==> config.mk <==
export PLATFORM = sky130hd
export DESIGN_NAME = stream_downsizer
export DESIGN_NICKNAME = d
export VERILOG_FILES = /design/src/rtl/stream_downsizer.sv
export SDC_FILE = /design/constraint.sdc
export NUM_CORES = 1
export LEC_CHECK = 0
export ABC_CLOCK_PERIOD_IN_PS = 2750
export BUFFER_PORTS_ARGS = -buffer_cell sky130_fd_sc_hd__buf_2
export CORE_MARGIN = 2
export CORE_UTILIZATION = 55
export CTS_BUF_LIST = sky130_fd_sc_hd__clkbuf_8 sky130_fd_sc_hd__clkbuf_16
export DETAILED_ROUTE_END_ITERATION = 6
export PLACE_DENSITY = 0.84
export SETUP_SLACK_MARGIN = 0.15
export SYNTH_ARGS = -nofsm -noshare
export SYNTH_HDL_FRONTEND = slang
export SYNTH_SLANG_ARGS = --single-unit
==> constraint.sdc <==
create_clock -name clk_i -period 2.75 [get_ports clk_i]
set_input_delay 0.55 -clock clk_i [delete_from_list [all_inputs] [get_ports clk_i]]
set_output_delay 0.55 -clock clk_i [all_outputs]
set_load 0.005 [all_outputs]
==> src/rtl/stream_downsizer.sv <==
// Width down-converter: one IN_WIDTH word in, RATIO OUT_WIDTH beats out, LSB slice first.
// Optional even-parity output enabled by defining DOWNSIZER_PARITY_EN.
module stream_downsizer #(
  parameter int unsigned IN_WIDTH  = 32,
  parameter int unsigned OUT_WIDTH = 8,
  parameter int unsigned RATIO     = IN_WIDTH / OUT_WIDTH,
  parameter int unsigned CNT_WIDTH = $clog2(RATIO)
) (
  input  logic                 clk_i,
  input  logic                 rstn_i,
  output logic                 in_rdy_o,
  input  logic                 in_vld_i,
  input  logic [IN_WIDTH-1:0]  in_data_i,
  input  logic                 out_rdy_i,
  output logic                 out_vld_o,
  output logic [OUT_WIDTH-1:0] out_data_o,
  output logic                 out_last_o,
  output logic [CNT_WIDTH-1:0] beat_idx_o
`ifdef DOWNSIZER_PARITY_EN
  ,
  output logic                 out_par_o
`endif
);

  if (RATIO < 2 || (IN_WIDTH % OUT_WIDTH) != 0 || RATIO != IN_WIDTH / OUT_WIDTH) begin : g_bad_cfg
    $error("stream_downsizer: IN_WIDTH must be a multiple of OUT_WIDTH with RATIO >= 2");
  end

  localparam logic [CNT_WIDTH-1:0] LAST_IDX = CNT_WIDTH'(RATIO - 1);

  typedef enum logic {
    IDLE,
    SEND
  } state_t;

  state_t               state_q;
  logic [IN_WIDTH-1:0]  shift_q;
  logic [CNT_WIDTH-1:0] next_idx;
  logic                 in_acc;
  logic                 out_acc;
  logic                 advance;
  logic                 drain;

  assign in_rdy_o = (state_q == IDLE) || (out_vld_o && out_rdy_i && out_last_o);
  assign in_acc   = in_vld_i && in_rdy_o;
  assign out_acc  = out_vld_o && out_rdy_i;
  assign next_idx = beat_idx_o + CNT_WIDTH'(1);

  // A load covers both the IDLE start and the zero-bubble reload on the last beat,
  // since in_rdy_o is only high in those two situations.
  assign advance  = out_acc && !out_last_o;
  assign drain    = out_acc && out_last_o && !in_acc;

  always_ff @(posedge clk_i or negedge rstn_i) begin
    if (!rstn_i) begin
      state_q    <= IDLE;
      shift_q    <= '0;
      out_vld_o  <= 1'b0;
      out_data_o <= '0;
      out_last_o <= 1'b0;
      beat_idx_o <= '0;
`ifdef DOWNSIZER_PARITY_EN
      out_par_o  <= 1'b0;
`endif
    end else if (in_acc) begin
      state_q    <= SEND;
      shift_q    <= in_data_i >> OUT_WIDTH;
      out_vld_o  <= 1'b1;
      out_data_o <= in_data_i[OUT_WIDTH-1:0];
      out_last_o <= 1'b0;
      beat_idx_o <= '0;
`ifdef DOWNSIZER_PARITY_EN
      out_par_o  <= ^in_data_i[OUT_WIDTH-1:0];
`endif
    end else if (advance) begin
      shift_q    <= shift_q >> OUT_WIDTH;
      out_data_o <= shift_q[OUT_WIDTH-1:0];
      out_last_o <= (next_idx == LAST_IDX);
      beat_idx_o <= next_idx;
`ifdef DOWNSIZER_PARITY_EN
      out_par_o  <= ^shift_q[OUT_WIDTH-1:0];
`endif
    end else if (drain) begin
      state_q    <= IDLE;
      out_vld_o  <= 1'b0;
      out_last_o <= 1'b0;
`ifdef DOWNSIZER_PARITY_EN
      out_par_o  <= 1'b0;
`endif
    end
  end

endmodule

-- Yosys cells after proc, flatten, opt, wreduce, memory -nomap -nowiden
Cells that the tools add are included.
- memories kept: 0
- register bits: 44
- bits in latches: 0
- bits of input ports: 36
- output and inout port bits: 13
- word-level logic and storage cells: 32
- ROM bits: 0
- memory bits (writable): 0
- magnitude comparators: 0
- bitwise operators: 1
- $add $sub $neg: 1
- mux-type cells: 11
- reduce and logical (&&, ||, !) cells: 12
- divide/modulo/power cells: 0
- shifts and indexed selects: 0
- $mul: 0
- equal/unequal tests: 2
- operators with widths (kind ; number):
    two-way mux 32 bit ; 2
    two-way mux 8 bit ; 2
    logical AND 1 bit ; 5
    two-way mux 1 bit ; 5
    two-way mux 2 bit ; 2
    nonzero test 2 bit ; 2
    nonzero test 3 bit ; 1
    adder 2 x 1 -> 2 bit (second input constant) ; 1
    == test 2 bit (second input constant) ; 1
    logical NOT 1 bit ; 2
    != test 2 bit (second input constant) ; 1
    AND reduction 2 bit ; 1
    logical OR 1 bit ; 1
    inverter 1 bit ; 1

-- Longest topological paths before layout
Gate-level depths: netlist of the first run.
- depth in word-level cells: 9
- mapped depth: 6
- gate-level depth less buffers: 5

-- Worst setup path after synthesis of the first run
No wires, ideal clock.
- path kind: input-to-output
- from: in out_rdy_i
- to: out in_rdy_o
- path buffers: 2
- data arrival time: 1.031 ns
- stages on the path: 3
- required time: 2.200 ns
- setup slack: 1.169 ns
- cell sequence: a21bo_1 buf_6 clkbuf_1
- longest elaborated chain between the ends: 3
- RTL lines (item ; RTL line ; RTL):
    from (decl) ; 14 ; input logic out_rdy_i,
    logical AND 1 bit (2 in series) ; 44 ; assign in_rdy_o = (state_q == IDLE) || (out_vld_o && out_rdy_i && out_last_o);
    logical OR 1 bit ; 44 ;
    to (decl) ; 11 ; output logic in_rdy_o,
No other way between the ends.

-- Worst setup path after layout of the first run
- from: reg state_q
- to: out in_rdy_o
- longest elaborated chain between the ends: 3
- elaborated cells between the ends (all ways): 4
- classes of those cells: 1 x bitwise; 3 x reduce/logical
- RTL lines (item ; RTL line ; RTL):
    from (decl) ; 36 ; state_t state_q;
    from (signal assigned) ; 56 ; state_q <= IDLE;
    from (signal assigned) ; 66 ; state_q <= SEND;
    from (signal assigned) ; 84 ; state_q <= IDLE;
    logical AND 1 bit (2 in series) ; - ;
    logical OR 1 bit * ; 44 ;
Every way passes the cells marked *; elsewhere a longest branch is shown, timed or not.

==> metrics.yaml, run 1 <==
run_status:
  outcome: "completed"
sta:
  maxSlewHeadroom_pct: 48.70
  setup_viol: 0
  period_share_pct: 79.71
  worst_pin_slew_ns: 0.7695
  layout_setup_ws_ns: 0.5580
  timing.hold.ws_ns: 0.3358
  drv_slew: 0
  clock.fmax_ghz: 0.4562
  rsz0062_at_grt: "false"
  final-hold-violation-count: 0
  fin_crit_ns: 2.192
  skew_ns: 0.006662
  fin_tns_setup_ns: 0
drt:
  wire_per_inst_um: 16.71
  wl_met1_um: 1814
  viasPerCell: 6.037
  post-route-drc-count: 0
  drt_pass1_iterations: 4
  first_iter_violations: 130
  top_layer: "met4"
  drtAntennaViolNets: 0
  wl_um: 4111
  wl_met2_um: 1972
  vias: 1485
  wl_met3_um: 259
synthesis:
  yosysWarnings: 0
  syn_nets: 206
  yosysTopAreaCellShare_pct: 52.52
  synth_area_mm2: 0.001715
  yosys-top-cells-area: "dfrtp_1 (53%), o21ai_0 (7.0%), o221a_2 (5.9%)"
  synth.distinct_cells: 24
  synth_area_per_cell_um2: 10.15
  yosys_register_bits: 36
  synth_top_area_cell: "dfrtp_1"
  synth.yosys.seq_area_share_pct: 52.52
  postSynthCellCount: 169
setup_path:
  slowest_stage: "dfrtp_1"
  worstPathCellList: "a21bo_1 > buf_4 > buf_2"
  critical_path_class: "reg2out"
  crit_path_max_fanout: 17
  critPathCaptureType: "primary output"
  critPathArrivalTime_ns: 1.64
  slowest_delay_ns: 0.64
  cp_data_required_time_ns: 2.20
  start_kind: "flip-flop"
floorplan:
  die_h_um: 59.85
  rows: 20
  dieArea_mm2: 0.003581
  start_util_pct: 57.12
  die_w_um: 59.85
  coreArea_mm2: 0.003003
  pin_count: 49
cts:
  cts_root_buf: "clkbuf_8"
  post_cts_buffers: 0
  clk_latency_ns: 0.29
  htree_levels: 2
  clock-sinks: 36
  numCtsBuffers: 5
  cts_resized: 0
  clock_path_buffers: 2
  ctsHoldBuffers: 0
  tritoncts: "yes"
  clkTransAtPathRegs_ns: 0.07
run:
  cap_viol_max_count: 0
final_layout:
  layout_commonest_cell: "buf_2"
  layout-drive-gt1-share_pct: 31.46
  final_cell_mix: "buf_2 (48), dfrtp_1 (36), o21ai_0 (24)"
  fillers: 251
  fin_nets: 249
  multi_input_area_um2: 708.2
  regArea_um2: 900.9
  final_cell_area_mm2: 0.002043
  area_delta_synth_final_pct: 19.11
  fin_cells: 246
  utilization_pct: 68.04
  diodes: 0
placement:
  postPlaceCellArea_mm2: 0.001932
  placed_cells: 238
  dp_hpwl_um: 2851
  port-buffer-count: 48
  pre_cts_slack_ns: 0.5904
  routabilityCongestion: 0.8427
grt:
  grt_use_total_pct: 25.40
  grt_overflow: 0
  antenna_found_initial: 0
  grt_pass1_vias: 1526
  grt_max_degree: 37
  grt_pass1_wl_um: 6775
hold_path:
  hp-class: "in2async"
power_and_ir_drop:
  pwr_density_cell_mw_per_mm2: 1052
  leakage_nw: 0.9759
  vdd_drop_max_uv: 517.5
  design_power_total_mw: 2.150
==> per-layer routing <==
| layer | vias to the layer above | global-route usage (%) |
|---|---|---|
| met1 | 704 | 33.52 |
| met3 | 12 | 3.896 |
| li1 | 699 | - |
| met5 | - | 0 |
| met2 | 70 | 41.15 |
| met4 | 0 | 11.43 |
==> layout make-up <==
class	count	area share [%]
tap	33	2.021
clock buffer	5	3.368
inverter	9	1.653
multi-input combinational	111	34.66
sequential	36	44.09
clock inverter	3	2.082
timing repair buffer	49	12.12
==> report_power, final <==
group | switching, mW | leakage (nW) | internal, mW | total, mW
clock | 0.185 | 0.0541 | 0.268 | 0.453
combinational | 0.382 | 0.466 | 0.368 | 0.749
sequential | 0.191 | 0.456 | 0.756 | 0.947
==> sequential cells by signal, indices dropped and copies added, names as in the netlist <==
register	flops
beat_idx_o	2
out_data_o	8
out_last_o	1
shift_q	24
state_q	1
==> cell families (layout without fill, tap and decap cells) <==
kind of cell / Yosys count / in the layout / synth area share, %
buffers and inverters: 22 / 66 / 6.199
adders and majority gates: 1 / 1 / 0.7293
DFF: 36 / 36 / 52.52
AOI/OAI and AO/OA: 54 / 54 / 24.00
and+or+nand+nor: 56 / 56 / 16.56
==> synthesized netlist by cell type (all sizes together) <==
| library cell | instances |
|---|---|
| nand3 | 8 |
| a22o | 1 |
| a32oi | 6 |
| clkbuf | 9 |
| o221a | 9 |
| buf | 4 |
| nand2b | 2 |
| a21bo | 2 |
| and2 | 5 |
| o21ai | 24 |
| nand2 | 14 |
| a21boi | 1 |
| ha | 1 |
| a221o | 9 |
| and3b | 1 |
| a21oi | 1 |
| nor2 | 15 |
| nor3b | 9 |
| dfrtp | 36 |
| inv | 9 |
| o22ai | 1 |
| nand3b | 2 |
==> worst max-delay path: cells and delay by family (launching register included) <==
kind                   cells  cell delay, ns
buffers and inverters      2            0.34
flip-flops                 1            0.64
AO/OA/AOI/OAI              1            0.37
==> worst paths after layout <==
kind,start,endpoint,slack (ns),cells after the start
hold reg to reg,shift_q[8]$_DFFE_PN0P_,shift_q[8]$_DFFE_PN0P_,0.51,1
max in group asynchronous,rstn_i,out_data_o[0]$_DFFE_PN0P_,1.92,1
setup / recovery,state_q$_DFFE_PN0P_,in_rdy_o,0.56,3
setup reg to reg,state_q$_DFFE_PN0P_,shift_q[1]$_DFFE_PN0P_,0.76,3
hold / removal,rstn_i,shift_q[13]$_DFFE_PN0P_,0.34,1
min in group clk_i,in_data_i[7],out_data_o[7]$_DFFE_PN0P_,0.49,2
(Power assumes the default switching activity.)
==> inputs of run 2 (changes only) <==
--- a/config.mk
+++ b/config.mk
@@ -5,13 +5,14 @@
 export SDC_FILE = /design/constraint.sdc
 export NUM_CORES = 1
 export LEC_CHECK = 0
-export ABC_CLOCK_PERIOD_IN_PS = 2750
+export ABC_AREA = 1
+export ABC_CLOCK_PERIOD_IN_PS = 2100
 export BUFFER_PORTS_ARGS = -buffer_cell sky130_fd_sc_hd__buf_2
 export CORE_MARGIN = 2
-export CORE_UTILIZATION = 55
+export CORE_UTILIZATION = 52
 export CTS_BUF_LIST = sky130_fd_sc_hd__clkbuf_8 sky130_fd_sc_hd__clkbuf_16
 export DETAILED_ROUTE_END_ITERATION = 6
-export PLACE_DENSITY = 0.84
+export PLACE_DENSITY = 0.79
 export SETUP_SLACK_MARGIN = 0.15
 export SYNTH_ARGS = -nofsm -noshare
 export SYNTH_HDL_FRONTEND = slang
==> constraint.sdc (replaced) <==
create_clock -name clk_i -period 2.1 [get_ports clk_i]
set_input_delay 0.42 -clock clk_i [delete_from_list [all_inputs] [get_ports clk_i]]
set_output_delay 0.42 -clock clk_i [all_outputs]
set_load 0.005 [all_outputs]
==> run 2 against run 1 <==
Critical path depth unchanged; utilization decreased by 4.0 points; synthesized cell count is 40% higher; first-iteration DRC count decreased by 21%; routed wire length shrank 10%; count of clock-buffer cells in the layout up 1; sequential power is 26% higher.
==> metrics.yaml, run 2 <==
sta:
  maxSlewHeadroom_pct: 47.47
  layout_setup_ws_ns: 0.4369
  clock.fmax_ghz: 0.6013
  skew_ns: 0.004820
  fin_crit_ns: 1.663
  drv_slew: 0
  fin_tns_setup_ns: 0
  period_share_pct: 79.19
  worst_pin_slew_ns: 0.7880
  rsz0062_at_grt: "false"
  final-hold-violation-count: 0
  setup_viol: 0
drt:
  viasPerCell: 4.985
  drt_pass1_iterations: 4
  wl_um: 3697
  wire_per_inst_um: 11.34
  first_iter_violations: 103
  drtAntennaViolNets: 0
  vias: 1625
  post-route-drc-count: 0
synthesis:
  postSynthCellCount: 237
  ys.flop_type: "dfrtp_1"
  synth_area_per_cell_um2: 7.782
  yosys_register_bits: 36
  synth-compound-area-share_pct: 0.5427
  synth_common_cells: "nand2_1 (93), nand3_1 (57), dfrtp_1 (36)"
  synth_area_mm2: 0.001844
  synth_edf_count: 0
  synth_top_area_cell: "dfrtp_1"
  synth-simple-area-share_pct: 41.25
  yosysTopAreaCellShare_pct: 48.85
  synth.yosys.seq_area_share_pct: 48.85
  yosys-top-cells-area: "dfrtp_1 (49%), nand2_1 (19%), nand3_1 (15%)"
  synth_mux_area_share_pct: 0
  yosysWarnings: 0
  synth_top_family_by_area: "simple AND/OR/NAND/NOR gates"
  async_flop_share_pct: 100.0
  synthAdderAreaFrac_pct: 0.6784
  yosysMostFrequentCell: "nand2_1"
  synthXorXnorAreaFrac_pct: 0
  syn_nets: 274
  synth.distinct_cells: 16
setup_path:
  critPathCaptureType: "primary output"
  crit_path_max_fanout: 24
  start_kind: "flip-flop"
  critPathArrivalTime_ns: 1.24
  critical_path_class: "reg2out"
  cp_data_required_time_ns: 1.68
cts:
  ctsHoldBuffers: 0
  htree_levels: 2
  clock_path_buffers: 2
  tritoncts: "yes"
  numCtsBuffers: 5
  clkTransAtPathRegs_ns: 0.07
  clk_latency_ns: 0.28
  cts_resized: 0
  post_cts_buffers: 0
  clock-sinks: 36
  cts_root_buf: "clkbuf_8"
final_layout:
  largest_registers: "shift_q (24), out_data_o (8), beat_idx_o (2)"
  regMostFlops: "shift_q"
  fin_nets: 316
  diodes: 0
  final_cell_area_mm2: 0.002155
  area_delta_synth_final_pct: 16.83
  layout-drive-gt1-share_pct: 22.14
  final_cell_mix: "nand2_1 (93), nand3_1 (57), buf_2 (48)"
  layout_commonest_cell: "nand2_1"
  largest_reg_flops: 24
grt:
  grt_overflow: 0
  grt_pass1_vias: 1512
  grt_max_degree: 46
  grt_pass1_wl_um: 6444
  antenna_found_initial: 0
  grt_use_total_pct: 20.53
floorplan:
  die_h_um: 63.56
  die_w_um: 63.56
  start_util_pct: 54.84
  rows: 21
  dieArea_mm2: 0.004039
  pin_count: 49
  coreArea_mm2: 0.003363
placement:
  port-buffer-count: 48
  routabilityCongestion: 0.6929
  dp_hpwl_um: 2448
  pre_cts_slack_ns: 0.5215
  postPlaceCellArea_mm2: 0.002064
run:
  cap_viol_max_count: 0
power_and_ir_drop:
  design_power_total_mw: 2.783
  vdd_drop_max_uv: 1228
  leakage_nw: 1.252
  pwr_density_cell_mw_per_mm2: 1292
run_status:
  outcome: "completed"
hold_path:
  hp-class: "in2async"
==> run 2: worst paths after layout <==
| check | from | endpoint | slack, ns | depth (start not counted) |
|---|---|---|---|---|
| worst max-delay path | out_last_o$_DFFE_PN0P_ | in_rdy_o | 0.44 | 3 |
| worst min-delay path | rstn_i | out_data_o[4]$_DFFE_PN0P_ | 0.21 | 1 |
| worst max register to register | out_last_o$_DFFE_PN0P_ | shift_q[12]$_DFFE_PN0P_ | 0.60 | 6 |
| worst min register to register | out_data_o[6]$_DFFE_PN0P_ | out_data_o[6]$_DFFE_PN0P_ | 0.50 | 2 |
| max in group asynchronous | rstn_i | shift_q[20]$_DFFE_PN0P_ | 1.39 | 1 |
| min in group clk_i | in_data_i[26] | shift_q[18]$_DFFE_PN0P_ | 0.37 | 3 |
==> run 2: kinds of logic (layout without fill, tap and decap cells) <==
family / Yosys count / count (layout)
fa+ha+maj: 1 / 1
compound gates: 2 / 2
simple gates: 166 / 166
flops: 36 / 36
buf+inv: 32 / 75
==> run 2: metal layers <==
| layer | share of wire, % | vias up | wire (um) | global-route usage (%) |
|---|---|---|---|---|
| met5 | 0 | - | 0 | 0 |
| met4 | 1.5 | 0 | 55 | 7.880 |
| met3 | 6.3 | 5 | 232 | 6.429 |
| met2 | 46 | 49 | 1707 | 32.76 |
| met1 | 46 | 735 | 1702 | 26.02 |
| li1 | - | 836 | - | - |
==> run 2: layout make-up <==
cell class                      count  area (um^2)
Sequential cell                    36        900.9
Tap cell                           46        57.56
Timing Repair Buffer               51        262.8
Inverter                           16        60.06
Fill cell                         321         1209
Clock buffer                        6        82.58
Clock inverter                      2        7.507
Multi-Input combinational cell    169        783.3
==> run 2: stage by stage <==
| stage | cells | hold slack (ns) | util, % |
|---|---|---|---|
| final | 326 | 0.2124 | 64.06 |
| after global routing | 326 | 0.2672 | 64.06 |
| after CTS | 326 | 0.2366 | 64.06 |
| after detailed placement | 318 | 0.4875 | 61.38 |
| after global placement | 318 | 0.4853 | 61.38 |
| after floorplan | 237 | 0.1244 | - |
==> run 2: where the power goes <==
group	switching, mW	internal (mW)
Sequential	0.179	1.01
Clock	0.230	0.258
Combinational	0.682	0.427
==> run 2: critical path, cell delays in order, from the launching register on <==
cell and delay, ns:
dfrtp_1 0.45, nand2_1 0.12, nand2_4 0.22, buf_2 0.16
==> inputs of run 3 (changes only) <==
--- a/config.mk
+++ b/config.mk
@@ -6,13 +6,13 @@
 export NUM_CORES = 1
 export LEC_CHECK = 0
 export ABC_AREA = 1
-export ABC_CLOCK_PERIOD_IN_PS = 2100
+export ABC_CLOCK_PERIOD_IN_PS = 1450
 export BUFFER_PORTS_ARGS = -buffer_cell sky130_fd_sc_hd__buf_2
 export CORE_MARGIN = 2
-export CORE_UTILIZATION = 52
+export CORE_UTILIZATION = 47
 export CTS_BUF_LIST = sky130_fd_sc_hd__clkbuf_8 sky130_fd_sc_hd__clkbuf_16
 export DETAILED_ROUTE_END_ITERATION = 6
-export PLACE_DENSITY = 0.79
+export PLACE_DENSITY = 0.75
 export SETUP_SLACK_MARGIN = 0.15
 export SYNTH_ARGS = -nofsm -noshare
 export SYNTH_HDL_FRONTEND = slang
==> constraint.sdc (replaced) <==
create_clock -name clk_i -period 1.45 [get_ports clk_i]
set_input_delay 0.29 -clock clk_i [delete_from_list [all_inputs] [get_ports clk_i]]
set_output_delay 0.29 -clock clk_i [all_outputs]
set_load 0.005 [all_outputs]
==> run 3 against run 2 <==
Critical path depth increased by 1; design area up 11%; clock skew is 0.0018 ns lower; die area increased by 9.9%; sequential power grew 45%; flip-flop and latch count did not move; register-to-register slack lost 0.42 ns; worst setup slack got worse by 0.39 ns; largest cell class unchanged; largest power group is now combinational logic.
==> metrics.yaml, run 3 (synthesized netlist as in run 2, its figures left out) <==
run_status:
  outcome: "completed"
floorplan:
  coreArea_mm2: 0.003716
  pin_count: 49
  die_h_um: 66.64
  die_w_um: 66.64
  start_util_pct: 49.63
  dieArea_mm2: 0.004441
  rows: 22
sta:
  period_share_pct: 96.80
  final-hold-violation-count: 0
  fin_tns_setup_ns: 0
  clock.fmax_ghz: 0.7125
  fin_crit_ns: 1.404
  rsz0062_at_grt: "true"
  maxSlewHeadroom_pct: 84.78
  setup_viol: 0
  worst_pin_slew_ns: 0.2284
  skew_ns: 0.002980
  drv_slew: 0
cts:
  clk_latency_ns: 0.29
  clock_path_buffers: 2
  cts_root_buf: "clkbuf_8"
  htree_levels: 2
  numCtsBuffers: 5
  clkTransAtPathRegs_ns: 0.07
  clock-sinks: 36
  tritoncts: "yes"
power_and_ir_drop:
  p_int_mw: 2.784
  p_sw_share_pct: 38.76
  vdd_drop_max_uv: 1198
  power.switching_mw: 1.762
  leakage_nw: 1.359
  pwr_density_cell_mw_per_mm2: 1901
  clkPwrFrac_pct: 16.4
  p_seq_share_pct: 38.1
  power_frac_comb_pct: 45.5
drt:
  first_iter_violations: 108
  post-route-drc-count: 0
  drtAntennaViolNets: 0
  drt_pass1_iterations: 4
  wl_um: 4345
  wire_per_inst_um: 12.59
  viasPerCell: 5.026
  vias: 1734
placement:
  port-buffer-count: 48
  routabilityCongestion: 0.8281
  dp_hpwl_um: 2843
  postPlaceCellArea_mm2: 0.002157
  placed_cells: 327
final_layout:
  regMostFlops: "shift_q"
  final_cell_mix: "nand2_1 (92), nand3_1 (57), buf_2 (47)"
  area_delta_synth_final_pct: 29.65
  largest_registers: "shift_q (24), out_data_o (8), beat_idx_o (2)"
  largest_reg_flops: 24
  layout_commonest_cell: "nand2_1"
  fin_cells: 345
  diodes: 0
  final_cell_area_mm2: 0.002391
  fin_nets: 333
  layout-drive-gt1-share_pct: 27.61
hold_path:
  holdCritStartpoint: "in_data_i[29]"
  hp-class: "in2reg"
setup_path:
  timing.rr.start: "out_last_o$_DFFE_PN0P_"
  critical_path_class: "reg2out"
  slowest_delay_ns: 0.45
  start_kind: "flip-flop"
  critical-path-top-delay-family: "flip-flops"
  critPathCaptureType: "primary output"
  slowest_stage: "dfrtp_2"
  crit_buf_inv: 2
  critPathLaunch: "out_last_o$_DFFE_PN0P_"
  cp_data_required_time_ns: 1.16
  crit_path_max_fanout: 5
  worstPathCellList: "nand2_2 > nand2_4 > buf_8 > buf_6"
  critPathArrivalTime_ns: 1.11
grt:
  grt_max_degree: 37
  antenna_found_initial: 0
  grt_use_total_pct: 21.47
  grt_pass1_vias: 1561
  grt_pass1_wl_um: 7086
  grt_overflow: 0
run:
  cap_viol_max_count: 0
==> run 3: cell count changes in the layout (fill, tap and decap cells not counted), sizes merged <==
cell         delta
buf            +14
clkbuf          +1
clkinv          +2
dlygate4sd3     +1
inv             -2
nand2           +1
==> run 3: through the flow <==
stage / total power, mW / utilization [%] / setup WS (ns) / hold slack [ns]
after floorplan: 2.950 / - / 0.3139 / -0.005591
after global routing: 4.955 / 64.34 / 0.003168 / 0.2310
after CTS: 4.423 / 62.12 / 0.03864 / 0.2207
after global placement: 3.450 / 58.05 / 0.2412 / 0.2667
final: 4.547 / 64.34 / 0.04646 / 0.2272
after detailed placement: 3.528 / 58.05 / 0.1861 / 0.2689
==> run 3: power by group through the flow <==
stage	Sequential (mW)	Clock (mW)	Combinational [mW]
6_report	1.73	0.747	2.07
5_1_grt	1.79	0.820	2.35
4_1_cts	1.73	0.762	1.93
2_1_floorplan	1.71	0	1.24
3_5_place_dp	1.75	0	1.78
3_3_place_gp	1.72	0	1.73
==> run 3: routing by layer <==
| layer | track usage (%) | vias up | share of wire [%] |
|---|---|---|---|
| met2 | 32.75 | 56 | 46 |
| met1 | 29.44 | 797 | 47 |
| li1 | - | 876 | - |
| met4 | 7.143 | 0 | 1.5 |
| met5 | 0 | - | 0 |
| met3 | 5.912 | 5 | 6.1 |
==> run 3: worst reg2reg max path: stages (launching register included) <==
cell and delay (ns):
dfrtp_2 0.45, nand2_2 0.09, nand2_4 0.06, buf_4 0.18
buf_12 0.16, nand3_1 0.08, nand2_1 0.06, inv_1 0.06
nand2_1 0.04
==> run 3: what timing repair did <==
action	in CTS	in global routing
endpoints found under the setup margin	2	19
hold buffers	1	0
gates resized for setup	8	2
pin swaps	1	0
buffers inserted	2	5
hold endpoints to repair	36	0
gates cloned	0	2
==> run 3: final cells by class <==
type / instances / area, um^2
fill: 337 / 1325
sequential: 36 / 902.1
multi-input combinational: 170 / 805.8
timing repair buffer: 67 / 470.5
clock buffer: 6 / 82.58
inverter: 16 / 60.06
tap: 48 / 60.06
clock inverter: 2 / 10.01
==> run 3: final timing paths <==
path	end	slack, ns	cells past startpoint
worst max-delay path	in_rdy_o	0.05	4
worst min-delay path	shift_q[21]$_DFFE_PN0P_	0.23	3
worst max register to register	shift_q[8]$_DFFE_PN0P_	0.18	8
worst min register to register	out_data_o[0]$_DFFE_PN0P_	0.51	2
max in group asynchronous	out_last_o$_DFFE_PN0P_	0.77	3
min in group asynchronous	out_data_o[3]$_DFFE_PN0P_	0.48	3
